$ cat src/rtl/lap_stopwatch_ctrl_pkg.sv
// Shared types, constants and time arithmetic for the lap stopwatch core.
package lap_stopwatch_ctrl_pkg;

    localparam int unsigned FIELD_W = 8;
    localparam logic [FIELD_W-1:0] CSEC_MAX = 8'd99;
    localparam logic [FIELD_W-1:0] SEC_MAX  = 8'd59;

    typedef enum logic [1:0] {
        ST_IDLE  = 2'd0,
        ST_RUN   = 2'd1,
        ST_PAUSE = 2'd2,
        ST_DONE  = 2'd3
    } sw_state_e;

    typedef struct packed {
        logic [FIELD_W-1:0] min;
        logic [FIELD_W-1:0] sec;
        logic [FIELD_W-1:0] csec;
    } sw_time_t;

    // True when the time reads 00:00.00.
    function automatic logic time_is_zero(input sw_time_t t);
        return (t.min == '0) && (t.sec == '0) && (t.csec == '0);
    endfunction

    // One centisecond forward; wraps to zero after max_min:59.99.
    function automatic sw_time_t time_tick_up(input sw_time_t t, input logic [FIELD_W-1:0] max_min);
        sw_time_t r;
        r = t;
        if (t.csec < CSEC_MAX) begin
            r.csec = t.csec + 8'd1;
        end else begin
            r.csec = '0;
            if (t.sec < SEC_MAX) begin
                r.sec = t.sec + 8'd1;
            end else begin
                r.sec = '0;
                r.min = (t.min < max_min) ? t.min + 8'd1 : '0;
            end
        end
        return r;
    endfunction

    // One centisecond backward with borrow; saturates at zero.
    function automatic sw_time_t time_tick_down(input sw_time_t t);
        sw_time_t r;
        r = t;
        if (time_is_zero(t)) begin
            r = '0;
        end else if (t.csec != '0) begin
            r.csec = t.csec - 8'd1;
        end else begin
            r.csec = CSEC_MAX;
            if (t.sec != '0) begin
                r.sec = t.sec - 8'd1;
            end else begin
                r.sec = SEC_MAX;
                r.min = t.min - 8'd1;
            end
        end
        return r;
    endfunction

endpackage

$ cat src/rtl/lap_stopwatch_ctrl_btn_rise_edge.sv
// Rising-edge detector for one debounced, synchronous button level.
module lap_stopwatch_ctrl_btn_rise_edge (
    input  logic clk,
    input  logic reset_p,
    input  logic btn,
    output logic rise_c
);

    logic btn_prev;

    // Previous level; cleared on reset so a button held through reset yields an edge.
    always_ff @(posedge clk) begin
        if (reset_p) begin
            btn_prev <= 1'b0;
        end else begin
            btn_prev <= btn;
        end
    end

    assign rise_c = btn & ~btn_prev;

endmodule

$ cat src/rtl/lap_stopwatch_ctrl.sv
// Stopwatch/timer core: up/down centisecond counter, lap ring buffer, display mux.
module lap_stopwatch_ctrl
    import lap_stopwatch_ctrl_pkg::*;
#(
    parameter int unsigned TICK_DIV  = 1_000_000,
    parameter int unsigned MAX_MIN   = 99,
    parameter int unsigned LAP_DEPTH = 8,
    parameter int unsigned HOLD_CS   = 200
) (
    input  logic                           clk,
    input  logic                           reset_p,
    input  logic                           btn_start,
    input  logic                           btn_lap,
    input  logic                           btn_clear,
    input  logic                           btn_mode,
    input  logic [7:0]                     preset_min,
    input  logic [7:0]                     preset_sec,
    output logic [7:0]                     fnd_min,
    output logic [7:0]                     fnd_sec,
    output logic [7:0]                     fnd_csec,
    output logic                           running,
    output logic                           down_mode,
    output logic                           lap_view,
    output logic [$clog2(LAP_DEPTH)-1:0]   lap_idx,
    output logic [$clog2(LAP_DEPTH):0]     lap_count,
    output logic                           alarm
);

    localparam int unsigned IDX_W  = $clog2(LAP_DEPTH);
    localparam int unsigned CNT_W  = IDX_W + 1;
    localparam int unsigned DIV_W  = $clog2(TICK_DIV);
    localparam int unsigned HOLD_W = (HOLD_CS < 1) ? 1 : $clog2(HOLD_CS + 1);
    localparam logic [FIELD_W-1:0] MAX_MIN_F = FIELD_W'(MAX_MIN);

    logic start_rise_c, lap_rise_c, clear_rise_c, mode_rise_c;
    logic clr_e_c, start_e_c, mode_e_c, lap_e_c;

    sw_state_e          state_q, state_d;
    sw_time_t           time_q, time_d, preset_time_c, disp_c;
    logic [DIV_W-1:0]   div_q, div_d;
    logic [HOLD_W-1:0]  hold_q, hold_d;
    logic [IDX_W-1:0]   wr_ptr_q, wr_ptr_d, rd_addr_c;
    logic [IDX_W-1:0]   lap_idx_d;
    logic [CNT_W-1:0]   lap_count_d;
    logic               lap_view_d, down_d, alarm_d, buf_we, tick;
    sw_time_t           lap_buf [LAP_DEPTH];

    lap_stopwatch_ctrl_btn_rise_edge u_btn_start (.clk(clk), .reset_p(reset_p), .btn(btn_start), .rise_c(start_rise_c));
    lap_stopwatch_ctrl_btn_rise_edge u_btn_lap   (.clk(clk), .reset_p(reset_p), .btn(btn_lap),   .rise_c(lap_rise_c));
    lap_stopwatch_ctrl_btn_rise_edge u_btn_clear (.clk(clk), .reset_p(reset_p), .btn(btn_clear), .rise_c(clear_rise_c));
    lap_stopwatch_ctrl_btn_rise_edge u_btn_mode  (.clk(clk), .reset_p(reset_p), .btn(btn_mode),  .rise_c(mode_rise_c));

    // Button priority: clear > start > mode > lap; losers are dropped.
    assign clr_e_c   = clear_rise_c;
    assign start_e_c = start_rise_c & ~clr_e_c;
    assign mode_e_c  = mode_rise_c  & ~clr_e_c & ~start_rise_c;
    assign lap_e_c   = lap_rise_c   & ~clr_e_c & ~start_rise_c & ~mode_rise_c;

    assign preset_time_c = '{min: preset_min, sec: preset_sec, csec: 8'd0};
    assign rd_addr_c     = wr_ptr_q - IDX_W'(1) - lap_idx;
    assign disp_c        = lap_view ? lap_buf[rd_addr_c] : time_q;

    // Next-state, timekeeping and lap bookkeeping.
    always_comb begin
        state_d     = state_q;
        time_d      = time_q;
        div_d       = div_q;
        hold_d      = hold_q;
        wr_ptr_d    = wr_ptr_q;
        lap_idx_d   = lap_idx;
        lap_count_d = lap_count;
        lap_view_d  = lap_view;
        down_d      = down_mode;
        alarm_d     = 1'b0;
        buf_we      = 1'b0;
        tick        = (state_q == ST_RUN) && (div_q == DIV_W'(TICK_DIV - 1));

        if (state_q == ST_RUN) begin
            div_d = tick ? '0 : div_q + DIV_W'(1);
        end

        if (clr_e_c) begin
            state_d     = ST_IDLE;
            time_d      = down_mode ? preset_time_c : '0;
            div_d       = '0;
            hold_d      = '0;
            wr_ptr_d    = '0;
            lap_idx_d   = '0;
            lap_count_d = '0;
            lap_view_d  = 1'b0;
        end else begin
            if (tick) begin
                if (down_mode) begin
                    time_d = time_tick_down(time_q);
                    if (time_is_zero(time_d)) begin
                        state_d = ST_DONE;
                        alarm_d = 1'b1;
                    end
                end else begin
                    time_d = time_tick_up(time_q, MAX_MIN_F);
                end
                if (hold_q != '0) begin
                    hold_d = hold_q - HOLD_W'(1);
                    if (hold_q == HOLD_W'(1)) begin
                        lap_view_d = 1'b0;
                    end
                end
            end

            case (state_q)
                ST_IDLE: begin
                    if (start_e_c) begin
                        if (!(down_mode && time_is_zero(time_q))) begin
                            state_d = ST_RUN;
                        end
                    end else if (mode_e_c) begin
                        down_d = ~down_mode;
                        time_d = down_mode ? '0 : preset_time_c;
                    end
                end
                ST_RUN: begin
                    if (start_e_c) begin
                        if (state_d == ST_RUN) begin
                            state_d = ST_PAUSE;
                        end
                    end else if (lap_e_c) begin
                        buf_we     = 1'b1;
                        wr_ptr_d   = wr_ptr_q + IDX_W'(1);
                        lap_view_d = 1'b1;
                        lap_idx_d  = '0;
                        hold_d     = HOLD_W'(HOLD_CS);
                        if (lap_count != CNT_W'(LAP_DEPTH)) begin
                            lap_count_d = lap_count + CNT_W'(1);
                        end
                    end
                end
                ST_PAUSE: begin
                    if (start_e_c) begin
                        state_d    = ST_RUN;
                        lap_view_d = 1'b0;
                        lap_idx_d  = '0;
                        hold_d     = '0;
                    end else if (lap_e_c && (lap_count != '0)) begin
                        if (!lap_view) begin
                            lap_view_d = 1'b1;
                            lap_idx_d  = '0;
                        end else if (CNT_W'(lap_idx) == lap_count - CNT_W'(1)) begin
                            lap_view_d = 1'b0;
                            lap_idx_d  = '0;
                        end else begin
                            lap_idx_d = lap_idx + IDX_W'(1);
                        end
                    end
                end
                default: begin
                end
            endcase
        end
    end

    // State register with registered status flags.
    always_ff @(posedge clk) begin
        if (reset_p) begin
            state_q   <= ST_IDLE;
            running   <= 1'b0;
            down_mode <= 1'b0;
            alarm     <= 1'b0;
        end else begin
            state_q   <= state_d;
            running   <= (state_d == ST_RUN);
            down_mode <= down_d;
            alarm     <= alarm_d;
        end
    end

    // Time, divider, hold counter and lap pointers.
    always_ff @(posedge clk) begin
        if (reset_p) begin
            time_q    <= '0;
            div_q     <= '0;
            hold_q    <= '0;
            wr_ptr_q  <= '0;
            lap_idx   <= '0;
            lap_count <= '0;
            lap_view  <= 1'b0;
        end else begin
            time_q    <= time_d;
            div_q     <= div_d;
            hold_q    <= hold_d;
            wr_ptr_q  <= wr_ptr_d;
            lap_idx   <= lap_idx_d;
            lap_count <= lap_count_d;
            lap_view  <= lap_view_d;
        end
    end

    // Lap ring buffer; stores the time as it stood before this cycle's tick.
    always_ff @(posedge clk) begin
        if (reset_p) begin
            for (int i = 0; i < int'(LAP_DEPTH); i++) begin
                lap_buf[i] <= '0;
            end
        end else if (buf_we) begin
            lap_buf[wr_ptr_q] <= time_q;
        end
    end

    // Registered display mux: stored lap or live time.
    always_ff @(posedge clk) begin
        if (reset_p) begin
            fnd_min  <= '0;
            fnd_sec  <= '0;
            fnd_csec <= '0;
        end else begin
            fnd_min  <= disp_c.min;
            fnd_sec  <= disp_c.sec;
            fnd_csec <= disp_c.csec;
        end
    end

endmodule
$ cat config.mk
export PLATFORM = sky130hd
export DESIGN_NAME = lap_stopwatch_ctrl
export DESIGN_NICKNAME = d
export VERILOG_FILES = /design/src/rtl/lap_stopwatch_ctrl_pkg.sv /design/src/rtl/lap_stopwatch_ctrl_btn_rise_edge.sv /design/src/rtl/lap_stopwatch_ctrl.sv
export SDC_FILE = /design/constraint.sdc
export NUM_CORES = 1
export LEC_CHECK = 0
export CAP_MARGIN = 20
export CELL_PAD_IN_SITES_DETAIL_PLACEMENT = 1
export CELL_PAD_IN_SITES_GLOBAL_PLACEMENT = 1
export CORE_UTILIZATION = 25
export DETAILED_ROUTE_END_ITERATION = 10
export GPL_TIMING_DRIVEN = 0
export PLACE_DENSITY_LB_ADDON = 0.1
export SYNTH_ARGS = -nofsm -noshare
export SYNTH_HDL_FRONTEND = slang
export SYNTH_SLANG_ARGS = --single-unit
$ cat constraint.sdc
create_clock -name clk -period 6.14 [get_ports clk]
set_input_delay 1.535 -clock clk [delete_from_list [all_inputs] [get_ports clk]]
set_output_delay 1.535 -clock clk [all_outputs]
set_load 0.03 [all_outputs]
==> run_results.csv, run 1 <==
group,metric,value,unit
global_route,grt_use_total,0.1811,
cts,cts_sinks,288,
synthesis,yosysWarningCount,0,
synthesis,synth_edf_count,192,
routing,drtPass1Iterations,5,
placement,io_buffers,56,
floorplan,coreArea,0.05660,mm²
timing,layout_setup_ws,0.4196,ns
worst_setup_path,worstPathRequired,6.32,ns
cts,clkTransAtPathRegs,0.05,ns
timing,skew,0.01068,ns
power_and_ir_drop,seqPwrFrac,0.445,
floorplan,die_x,241.6,µm
placement,place_ws,-0.2942,ns
worst_setup_path,r2r_start,"u_btn_clear.btn_prev$_SDFF_PP0_",
status,status,"complete, no violations",
synthesis,synth_compound_area_frac,0.08301,
synthesis,synth-seq-area-share,0.5357,
synthesis,netlist_area,0.01435,mm²
power_and_ir_drop,power,4.815,mW
timing,slew_headroom,0.2755,
floorplan,die-area,0.05836,mm²
global_route,overflow,0,
power_and_ir_drop,clkPwrFrac,0.485,
cts,cts_hold_buf,0,
worst_setup_path,cp_data_arrival_time,5.90,ns
finish,nets,1431,
cts,cts_max_path_buffers,3,
synthesis,postSynthCellCount,1284,
timing,setup_viol,0,
power_and_ir_drop,p_sw_frac,0.2437,
cts,cts_resized,0,
synthesis,yosys_most_used_dff,"edfxtp_1",
job,maxCapViolCount,0,
floorplan,row_count,87,
power_and_ir_drop,ir_drop,313.1,µV
power_and_ir_drop,p_int,3.641,mW
timing,rsz0062_at_grt,"false",
cts,cts_made_buffers,39,
power_and_ir_drop,p_sw,1.173,mW
finish,area_growth,19.91,%
worst_setup_path,cp_common_cell,"clkbuf_1",
synthesis,yosys.area_share.simple,0.2039,
power_and_ir_drop,combPwrFrac,0.070,
synthesis,postSynthAreaPerCell,11.18,µm²
worst_setup_path,critPathMaxFanout,24,
placement,dp.cells,2099,
timing,tns,0,ns
synthesis,yosysTopAreaCell,"edfxtp_1",
worst_setup_path,worst_setup_path_start_kind,"input pin",
finish,final_area,0.01721,mm²
global_route,grt_pass1_vias,11410,
cts,clkLatencyLatePin,0.56,ns
synthesis,synthArstFlopShare,0,
floorplan,die_height,241.6,µm
synthesis,synth_top_family_by_area,"simple AND/OR/NAND/NOR gates",
placement,placed_area,0.01591,mm²
placement,place_congestion,0.8231,
timing,fin_crit_sh,0.9317,
cts,cts_max_level,2,
synthesis,synthMuxAreaShare,0.1002,
timing,tightest_slew,1.079,ns
synthesis,synthTopCellsByCount,"192 x edfxtp_1, 126 x and2_1, 110 x nor2_1",
hold_path,min-delay-start,"div_q[1]$_SDFFE_PP0P_",
finish,drive_gt1_frac,0.1011,
worst_setup_path,path_cells,"clkdlybuf4s50_1 -> nor2b_1 -> clkbuf_1 -> nor4_1 -> nand2_1 -> or3_1 -> clkbuf_1 -> nor2_1 -> or2_2",
global_route,grt_pass1_wl,78070,µm
routing,final_antenna_net_count,0,
worst_setup_path,critPathKind,"input pin to flip-flop",
synthesis,ys_types,76,
floorplan,initial_core_util,0.2535,
synthesis,synth_most_common_cell,"edfxtp_1",
worst_setup_path,crit_path_top_delay_cell,"nor4_1",
synthesis,synthXorXnorAreaFrac,0.01831,
cts,cts_tree,"built",
routing,routed_wl,52870,µm
timing,clock.fmax,0.1748,GHz
finish,fin_util,0.3040,
worst_setup_path,cp-end-kind,"flip-flop",
global_route,antenna_found_initial,2,
power_and_ir_drop,leakage,5.758,nW
synthesis,synth_fa_ha_area_frac,0.02145,
finish,fin_cells,2172,
timing,whs,0.4899,ns
power_and_ir_drop,power_per_cell_area,279.8,mW/mm²
routing,wire_per_inst,24.34,µm
hold_path,hp-class,"flip-flop to flip-flop",
worst_setup_path,crit_start,"btn_clear",
timing,slew_viol_final,0,
routing,via_count,10690,
cts,cts_setup_buffers,0,
synthesis,synth-seq-cells,288,
floorplan,io-pin-count,57,
placement,dp_hpwl,37120,µm
timing,min_period,5.720,ns
worst_setup_path,worst-path-buf-inv,3,
global_route,grt_max_degree,25,
worst_setup_path,critPathMaxStageDelay,0.94,ns
synthesis,syn_nets,1330,
worst_setup_path,crit_family,"simple AND/OR/NAND/NOR gates",
cts,root_buffer,"clkbuf_16",
synthesis,yosysTopAreaCellShare,0.4018,
synthesis,synth_area_leaders,"edfxtp_1 40%, dfxtp_1 13%, mux4_2 7.5%",
routing,drc,0,
routing,dr.first_iter.drc_count,553,
timing,final_hold_viol_count,0,
routing,viasPerCell,4.924,
-- cell families (layout without fill, tap and decap cells) --
kind of cell	count (synthesis)	count (layout)
buffers and inverters	136	267
DFF	288	288
AOI/OAI and AO/OA	183	183
and+or+nand+nor	540	540
xor gates and xnor gates	30	30
adders and majority gates	24	24
other	0	1
muxes	83	83
-- final timing paths --
path                                       end  slack, ns  depth (start not counted)
setup / recovery  lap_buf[2][11]$_SDFFCE_PN0P_       0.42                          9
hold / removal           div_q[1]$_SDFFE_PP0P_       0.49                          2
setup reg to reg  lap_buf[2][11]$_SDFFCE_PN0P_       1.60                          8
hold reg to reg          div_q[1]$_SDFFE_PP0P_       0.49                          2
-- flip-flops by register name (all words and copies together), names as in the netlist, 2 cells and up --
signal and cells:
lap_buf 192, time_q 24, div_q 20, fnd_csec 8, fnd_min 8, fnd_sec 8
hold_q 8, lap_count 4, lap_idx 3, wr_ptr_q 3, state_q 2
-- power by group through the flow --
stage / combinational (mW) / clock (mW) / sequential [mW]
after detailed placement: 0.341 / 0 / 2.18
after CTS: 0.343 / 2.40 / 2.14
after global routing: 0.366 / 2.47 / 2.15
after global placement: 0.343 / 0 / 2.18
after floorplan: 0.198 / 0 / 2.18
final: 0.339 / 2.33 / 2.14
-- tightest hold or removal path, cell delays in order (launching register included) --
cell     delay, ns
dfxtp_1       0.32
nand2_1       0.07
a21oi_1       0.05
-- placed cells by master (no fill, tap or decap), types with 13 or more instances in the layout --
cell type,instances
a21oi_1,52
ha_1,23
clkbuf_1,97
mux2i_1,33
xor2_1,17
nor3_1,76
mux4_2,48
o21ai_0,37
dfxtp_1,96
nand3_1,27
nor4_1,24
or3_1,13
clkdlybuf4s50_1,56
edfxtp_1,192
xnor2_1,13
and2_1,126
a211oi_1,31
inv_1,23
nand2_1,70
clkbuf_16,39
nor2_1,110
-- area by class of cell --
| class | instances | area, µm² |
|---|---|---|
| multi-input combinational | 860 | 6126 |
| sequential | 288 | 7687 |
| clock buffer | 52 | 1045 |
| timing repair buffer | 60 | 629.4 |
| buffer | 107 | 427.9 |
| tap | 756 | 945.9 |
| antenna | 1 | 2.502 |
| fill | 6344 | 39400 |
| inverter | 29 | 108.9 |
| clock inverter | 19 | 234.0 |
-- routing by layer --
metal  vias to the layer above  share of wire  routed length (µm)  GRT usage
met3                        89          0.035                1875    0.02974
met4                         0          0.032                1673    0.05882
met5                         -              0                   0          0
met2                       198           0.48               25130     0.3034
met1                      5457           0.46               24190     0.2369
li1                       4950              -                   -          -
Power figures use the tool's default switching activity.
==> run 2: changes to the inputs <==
--- a/config.mk
+++ b/config.mk
@@ -12,6 +12,7 @@
 export DETAILED_ROUTE_END_ITERATION = 10
 export GPL_TIMING_DRIVEN = 0
 export PLACE_DENSITY_LB_ADDON = 0.1
+export SKIP_LAST_GASP = 1
 export SYNTH_ARGS = -nofsm -noshare
 export SYNTH_HDL_FRONTEND = slang
 export SYNTH_SLANG_ARGS = --single-unit
==> results of run 2 <==
Final layout, timing and power as in run 1 (identical DEF).
